===== src/rtl/rf_pkg.sv =====
// Shared constants and the byte-merge helper for the multiport register file.
package rf_pkg;

    localparam int RF_DATA_W = 32;
    localparam int RF_DEPTH  = 32;
    localparam int RF_NUM_RD = 2;
    localparam int RF_MAX_W  = 1024;
    localparam int RF_MAX_BE = RF_MAX_W / 8;

    // Callers zero-extend their operands and truncate the result to DATA_W.
    function automatic logic [RF_MAX_W-1:0] be_merge(
        input logic [RF_MAX_W-1:0]  old_w,
        input logic [RF_MAX_W-1:0]  new_w,
        input logic [RF_MAX_BE-1:0] be
    );
        logic [RF_MAX_W-1:0] res;
        for (int k = 0; k < RF_MAX_BE; k++) begin
            res[8*k +: 8] = be[k] ? new_w[8*k +: 8] : old_w[8*k +: 8];
        end
        return res;
    endfunction

endpackage


===== src/rtl/rf_multiport_read_port.sv =====
// One combinational read port: range check, zero-register force, bypass.
module rf_read_port
    import rf_pkg::*;
#(
    parameter int DATA_W   = RF_DATA_W,
    parameter int DEPTH    = RF_DEPTH,
    parameter int ADDR_W   = $clog2(DEPTH),
    parameter int ZERO_REG = 1,
    parameter int BYPASS   = 1
) (
    input  logic              rst,
    input  logic              wr_en,
    input  logic [ADDR_W-1:0] wr_addr,
    input  logic [DATA_W-1:0] wr_merged,
    input  logic [DATA_W-1:0] regs [DEPTH],
    input  logic [ADDR_W-1:0] rd_addr,
    output logic [DATA_W-1:0] rd_data
);

    logic in_range;
    logic is_zero;
    logic hit;

    always_comb begin
        in_range = 32'(rd_addr) < DEPTH;
        is_zero  = (ZERO_REG != 0) && (rd_addr == '0);
        hit      = (BYPASS != 0) && wr_en && !rst && (wr_addr == rd_addr);
        rd_data  = '0;
        if (in_range && !is_zero) begin
            rd_data = hit ? wr_merged : regs[rd_addr];
        end
    end

endmodule


===== src/rtl/rf_multiport.sv =====
// Parametrised register file: storage and write path; read ports are
// replicated instances of rf_read_port sharing the merged write word.
module rf_multiport
    import rf_pkg::*;
#(
    parameter int DATA_W   = RF_DATA_W,
    parameter int DEPTH    = RF_DEPTH,
    parameter int NUM_RD   = RF_NUM_RD,
    parameter int ZERO_REG = 1,
    parameter int BYPASS   = 1,
    parameter int ADDR_W   = $clog2(DEPTH)
) (
    input  logic                     clk,
    input  logic                     rst,
    input  logic [NUM_RD*ADDR_W-1:0] rd_addr,
    output logic [NUM_RD*DATA_W-1:0] rd_data,
    input  logic                     wr_en,
    input  logic [ADDR_W-1:0]        wr_addr,
    input  logic [DATA_W/8-1:0]      wr_be,
    input  logic [DATA_W-1:0]        wr_data
);

    logic [DATA_W-1:0] regs_q [DEPTH];
    logic [DATA_W-1:0] regs_d [DEPTH];
    logic              wr_in_range;
    logic              wr_ok;
    logic [DATA_W-1:0] wr_old;
    logic [DATA_W-1:0] wr_merged;

    always_comb begin
        wr_in_range = 32'(wr_addr) < DEPTH;
        wr_ok       = wr_in_range &&
                      !((ZERO_REG != 0) && (wr_addr == '0));
        wr_old      = '0;
        if (wr_in_range) begin
            wr_old = regs_q[wr_addr];
        end
        wr_merged = DATA_W'(be_merge(RF_MAX_W'(wr_old),
                                     RF_MAX_W'(wr_data),
                                     RF_MAX_BE'(wr_be)));
        regs_d = regs_q;
        if (wr_en && wr_ok) begin
            regs_d[wr_addr] = wr_merged;
        end
    end

    always_ff @(posedge clk) begin
        if (rst) begin
            for (int r = 0; r < DEPTH; r++) begin
                regs_q[r] <= '0;
            end
        end else begin
            regs_q <= regs_d;
        end
    end

    for (genvar i = 0; i < NUM_RD; i++) begin : g_rd
        rf_read_port #(
            .DATA_W   (DATA_W),
            .DEPTH    (DEPTH),
            .ADDR_W   (ADDR_W),
            .ZERO_REG (ZERO_REG),
            .BYPASS   (BYPASS)
        ) u_port (
            .rst       (rst),
            .wr_en     (wr_en),
            .wr_addr   (wr_addr),
            .wr_merged (wr_merged),
            .regs      (regs_q),
            .rd_addr   (rd_addr[i*ADDR_W +: ADDR_W]),
            .rd_data   (rd_data[i*DATA_W +: DATA_W])
        );
    end

endmodule

===== config.mk =====
export PLATFORM = sky130hd
export DESIGN_NAME = rf_multiport
export DESIGN_NICKNAME = d
export VERILOG_FILES = /design/src/rtl/rf_pkg.sv /design/src/rtl/rf_multiport_read_port.sv /design/src/rtl/rf_multiport.sv
export SDC_FILE = /design/constraint.sdc
export NUM_CORES = 2
export LEC_CHECK = 0
export ABC_CLOCK_PERIOD_IN_PS = 4050
export BUFFER_PORTS_ARGS = -buffer_cell sky130_fd_sc_hd__buf_2
export CAP_MARGIN = 10
export CORE_ASPECT_RATIO = 0.75
export CORE_MARGIN = 2
export CORE_UTILIZATION = 44
export DETAILED_ROUTE_END_ITERATION = 7
export PLACE_DENSITY_LB_ADDON = 0.2
export SYNTH_ARGS = -nofsm -noshare
export SYNTH_HDL_FRONTEND = slang
export SYNTH_SLANG_ARGS = --single-unit

===== constraint.sdc =====
create_clock -name clk -period 4.05 [get_ports clk]
set_input_delay 0.6075 -clock clk [delete_from_list [all_inputs] [get_ports clk]]
set_output_delay 0.6075 -clock clk [all_outputs]
set_load 0.03 [all_outputs]

# Word-level counts from Yosys, hierarchy flattened
# Index checks and enable logic that the tools add are counted.
# word_totals
elab_cells	71
memories	0
reg_bits	1024
in_bits	54
latchBits	0
ramBits	0
romBits	0
out_inout_bits	64
# classes
n_mul	0
reduce_logical	10
n_mux	20
n_bitwise	3
shift	0
n_lt_le_gt_ge	4
addsub	0
n_eq_ne	2
div_mod_pow	0
# ops
operator	count
bitwise mux 1024 bit	1
binary-select mux 32 bit (select 5 bit)	3
2-to-1 mux 32 bit	11
demux 32 bit (select 5 bit)	1
2-to-1 mux 8 bit	4
>= comparator 6 bit (second input constant)	3
NOT 5 -> 6 bit	3
logical NOT 5 bit	3
== test 5 bit	2
< comparator 6 x 1 -> 1 bit (second input constant)	1
logical AND 1 bit	5
logical NOT 1 bit	2

# Longest topological paths before layout
# logic_depth
ltp_word	7
ltp_mapped	14
depth_no_buf	6

# Hierarchy
# Synthesis repeated with hierarchy kept, for this count alone.
# unflattened
hier_cells	5983
area_unflattened_um2	61547.8
# modules_own_cells
mod	instances	cells_each	area_each_um2	seq_area_each_um2
rf_multiport	1	4445	43900.9	20499.7
rf_read_port	2	769	8823.5	0.0

# Worst setup path after synthesis
# Ideal clock, no wire load.
# synth_timing
path_kind	input-to-output
from	input port wr_addr[1]
to	output port rd_data[62]
arrival_time_ps	3150
slack_ps	292
path_stages	11
path_buffers	5
t_required_ps	3442
path_cell_list	buf_4 -> buf_2 -> buf_2 -> buf_4 -> mux2_2 -> a22o_1 -> a2111oi_0 -> a21oi_1 -> a21oi_2 -> buf_4 -> o21ai_0
# synth_via
elab_chain_cells	7
elab_cells_between_ends	9
cone_classes	1 x eq/ne; 6 x mux; 1 x bitwise; 1 x reduce/logical
# synth_rtl
item	line_no	rtl
from (decl)	rf_multiport.sv:18	input logic [ADDR_W-1:0] wr_addr,
NOT 5 -> 6 bit (implied by the code)	rf_multiport.sv:36	wr_old = regs_q[wr_addr];
binary-select mux 32 bit (select 5 bit)	rf_multiport.sv:36	
2-to-1 mux 32 bit (implied by the code) (2 in a row)	rf_multiport.sv:36	
2-to-1 mux 8 bit	rf_pkg.sv:18	res[8*k +: 8] = be[k] ? new_w[8*k +: 8] : old_w[8*k +: 8];
2-to-1 mux 32 bit (*)	rf_multiport_read_port.sv:30	rd_data = hit ? wr_merged : regs[rd_addr];
2-to-1 mux 32 bit (*)	rf_multiport_read_port.sv:29	if (in_range && !is_zero) begin
to (decl)	rf_multiport.sv:16	output logic [NUM_RD*DATA_W-1:0] rd_data,
# Mark *: on every way between the ends. The rest lies on a longest branch, timed or not. The select of a mux whose other input is x is not followed.

# Worst setup path after layout
# layout_timing
from	input port rd_addr[6]
to	output port rd_data[49]
# layout_via
elab_chain_cells	6
elab_cells_between_ends	9
cone_classes	1 x eq/ne; 5 x mux; 1 x bitwise; 2 x reduce/logical
# layout_rtl
item	line_no	rtl
from (decl)	rf_multiport.sv:15	input logic [NUM_RD*ADDR_W-1:0] rd_addr,
NOT 5 -> 6 bit (implied by the code)	rf_multiport_read_port.sv:30	
binary-select mux 32 bit (select 5 bit)	rf_multiport_read_port.sv:30	
2-to-1 mux 32 bit (implied by the code) (2 in a row)	rf_multiport_read_port.sv:30	
2-to-1 mux 32 bit	rf_multiport_read_port.sv:30	
2-to-1 mux 32 bit (*)	rf_multiport_read_port.sv:29	
# Marks and branches as above.

==> flow_results.org <==
** Detailed routing
- The first detailed-routing pass ran for 8 iterations.
- Antenna viol nets, final :: 0
- Summing over every cut layer, the via total after detailed routing is 53.1k.
- Using the TritonRoute via totals, the vias-per-cell ratio works out to 7.04.
- Post-DR wirelength/cell :: 33.2 µm
- DRC viols :: 0
- The final layout contains routed wiring with a total length of 251000 µm.
- Initial drt markers :: 8798

** Outcome
- The final reports fail on setup timing.
- Outcome :: finished, violations left

** Global routing
- Initial antenna violation count :: 14
- The via count of the first global-routing pass was 48.8k.
- Global-route wire length before repair :: 360000 µm
- In the global route stage, overall resource usage came out at 0.348.
- Entering global routing, the biggest net connects 215 pins.
- For this run the aggregate overflow at the end of global routing stands at 0.

** Worst setup path
- For the worst setup path, the data required time is 3440 ps.
- Among the stages of the critical path, the cell type that occurs most often is o21ai_0.
- Launching element of the worst setup path :: rd_addr[6]
- Type of destination of the critical path :: primary output
- Counting buffers and inverters, the worst setup path is 8 cells deep.
- R2r endpoint :: regs_q[342]$_SDFFE_PP0P_
- The slowest stage of the critical path belongs to the cell o21ai_0.
- Measured in cells, the most critical reg-to-reg path has a length of 6.
- The critical path goes through buf_8 -> buf_4 -> mux4_2 -> mux2i_1 -> o22ai_1 -> o21ai_0 -> o21ai_0 -> buf_2.
- Of all nets on the critical path, the largest fanout is 47.
- Together, buffers and inverters on the worst path number 3.
- Slack of the worst reg-to-reg path :: 1400 ps
- The cell family contributing the most delay on the critical path is buffers and inverters.
- Type of element launching the critical path :: primary input
- Arrival time at the worst endpoint :: 3490 ps
- The critical path is of the in -> out type.
- On the worst path, the slowest cell contributes a delay of 540 ps.
- RR Startpoint :: regs_q[886]$_SDFFE_PP0P_

** Timing
- Slew Viols, Final :: 0
- Final Critical Period :: 4090 ps
- Share of the cycle needed by the critical path after routing :: 1.01
- Achievable Freq :: 244 MHz
- Setup violations remaining at the end of the flow were counted as 1.
- Number of endpoints with negative hold slack in the final report :: 0
- At the pin with the least slew margin, the transition time is 1280 ps.
- Setup repair after global routing left no endpoint under its margin.
- The worst pin sits at a relative slew slack of 0.143.
- Clock tree skew after final layout :: 52.3 ps
- Final worst setup slack :: -43.8 ps
- Adding up every negative setup slack in the final design gives -43.8 ps.

** Synthesis
- For this run, the number of Yosys warnings is 0.
- Flops & latches, synth :: 1024
- Yosys top cell area share :: 0.337
- The synthesized netlist occupies a cell area of 60900 µm².
- Top post-synthesis cells by area :: dfxtp_1, mux4_2, nand3b_1
- Synthesized netlist net count :: 5724
- The largest total area in the synthesized netlist belongs to dfxtp_1.
- Of the synthesized area, sequential elements account for 0.337.
- Of all flip-flops after synthesis, the portion carrying an async set or reset was 0.
- After synthesis, the netlist uses 71 different library cells.
- Average cell area after synthesis :: 10.7 µm²
- Synthesis produced a netlist whose cell count is 5670.
- Number of flops mapped to enable cells by yosys :: 0
- The most used flip-flop cell after synthesis is dfxtp_1.

** Floorplanning
- Initial standard-cell utilization of the core :: 0.442
- Full die area :: 141000 µm²
- The floorplan has 118 rows.
- Num ports :: 118
- The core region is 138000 µm².
- Die width :: 433 µm
- The die is 326 µm tall.

** Power
- Total power of the final layout :: 0.0240 W
- Cell area power density :: 348 nW/µm²
- Max IR drop VDD :: 334 µV
- For this design the static power due to leakage is 22.9 nW.

** Layout
- The register with the most flip-flops in the final layout is regs_q.
- Nets@finish :: 5646
- Most frequent cells in the layout :: dfxtp_1, o21ai_0, nand3b_1
- Most common library cell in the layout ignoring fill and taps :: dfxtp_1
- Signed area change from the synthesized netlist to the final layout :: 13.2%
- Registers with the most flip-flops :: regs_q (1024)
- In the final layout, the share of cells above drive strength 1 is 0.281.
- The register with the most flip-flops in the layout has 1024 of them.

** Place
- Input and output buffers added on the ports amount to 117.
- The congestion estimate from routability-driven global placement came to 0.981.
- Summed over all nets, the half-perimeter wirelength after detailed placement is 165000 µm.
- Worst slack at placement :: -105 ps

** CTS
- The cell sitting at the root of the clock tree is a clkbuf_16.
- Buffers inserted to repair hold after CTS numbered 0.
- In this run the number of H-tree levels came out at 3.
- The clock passes through at most 3 buffers.
- Clock tree synthesis inserted a total of 110 buffers.
- Once the clock tree was built, the setup fixing pass inserted 0 buffers.
- Insertion delay to the later sink of the worst-skew pair :: 780 ps
- Clock-pin slew was measured on the worst setup and hold paths at 60 ps.
- TritonCTS built the clock tree.
- Total clock sinks :: 1024

** Worst hold path
- In this run the most critical hold path is launched from rst.
- Type of the most critical hold path :: in -> reg
- Destination of the worst hold path :: regs_q[1000]$_SDFFE_PP0P_
- The worst hold path was traced through 3 stages.

** Job
- The tool flagged a number of max-cap violations equal to 0.
repair_timing:
action                     in CTS  in global routing
hold endpoints to repair        0                  0
gates resized for setup         4                  5
cloned                          0                  1
pin swaps                       0                  0
setup endpoints to repair       3                 10
report_power, final:
part	leakage (nW)	switching [W]	total, W	internal [W]
Sequential	8.25	0.0000731	0.0102	0.0101
Combinational	12.7	0.00176	0.00277	0.00101
Clock	1.91	0.00461	0.0110	0.00641
synth_stat cells, types with 55 or more instances:
master / n
mux2i_1: 205
nor2_1: 218
dfxtp_1: 1024
a22oi_1: 68
o22ai_1: 55
o21ai_0: 883
a211oi_1: 165
nand3_1: 56
mux4_2: 765
nand2_1: 231
buf_1: 74
buf_2: 114
nor2b_1: 73
nand3b_1: 811
a21oi_1: 107
clkbuf_1: 474
kinds of logic (layout without fill, tap and decap cells):
family / count (synthesis) / in the layout / share of synthesized area
muxes: 991 / 991 / 0.321
and+or+nand+nor: 1507 / 1507 / 0.153
buffers and inverters: 710 / 724 / 0.0497
other: 0 / 3 / 0
DFF: 1024 / 1024 / 0.337
xor gates and xnor gates: 10 / 10 / 0.00144
AOI/OAI and AO/OA: 1428 / 1428 / 0.139
final cells by class:
| cell class | instances | area [µm²] |
|---|---|---|
| fill | 12327 | 68700 |
| multi-input combinational | 3936 | 37500 |
| clock buffer | 161 | 3230 |
| inverter | 9 | 38.8 |
| timing repair buffer | 511 | 4620 |
| clock inverter | 43 | 638 |
| tap | 1860 | 2330 |
| sequential | 1024 | 20500 |
| antenna | 3 | 7.51 |
worst max path at each step:
stage	endpoint	slack (ps)
2_1_floorplan	rd_data[62]	290
3_3_place_gp	rd_data[53]	-120
3_5_place_dp	rd_data[53]	-100
4_1_cts	rd_data[62]	5
5_1_grt	rd_data[8]	0.9
6_report	rd_data[49]	-40
per-layer routing:
metal / global-route usage / vias up / wire, µm
met5: 0 / - / 161
met4: 0.153 / 14 / 13100
met3: 0.109 / 689 / 34800
met2: 0.476 / 3919 / 102000
met1: 0.500 / 26695 / 101000
li1: - / 21812 / -
metrics by stage:
step / hold slack (ps) / instance area [µm²] / std cells / util
5_1_grt: 452 / 68900 / 7545 / 0.501
3_3_place_gp: 470 / 65000 / 7339 / 0.472
3_5_place_dp: 472 / 65000 / 7339 / 0.472
4_1_cts: 422 / 68900 / 7543 / 0.500
2_1_floorplan: 449 / 60900 / 5670 / -
6_report: 455 / 68900 / 7547 / 0.501
worst register-to-register path, cell delays in order, from the launching register on:
cell,delay [ps]
dfxtp_1,330
nor2b_1,130
a2111oi_0,640
o311ai_1,240
o32ai_1,440
or2_2,550
o21ai_0,170
Note: power is estimated with default switching activity, not from simulation.
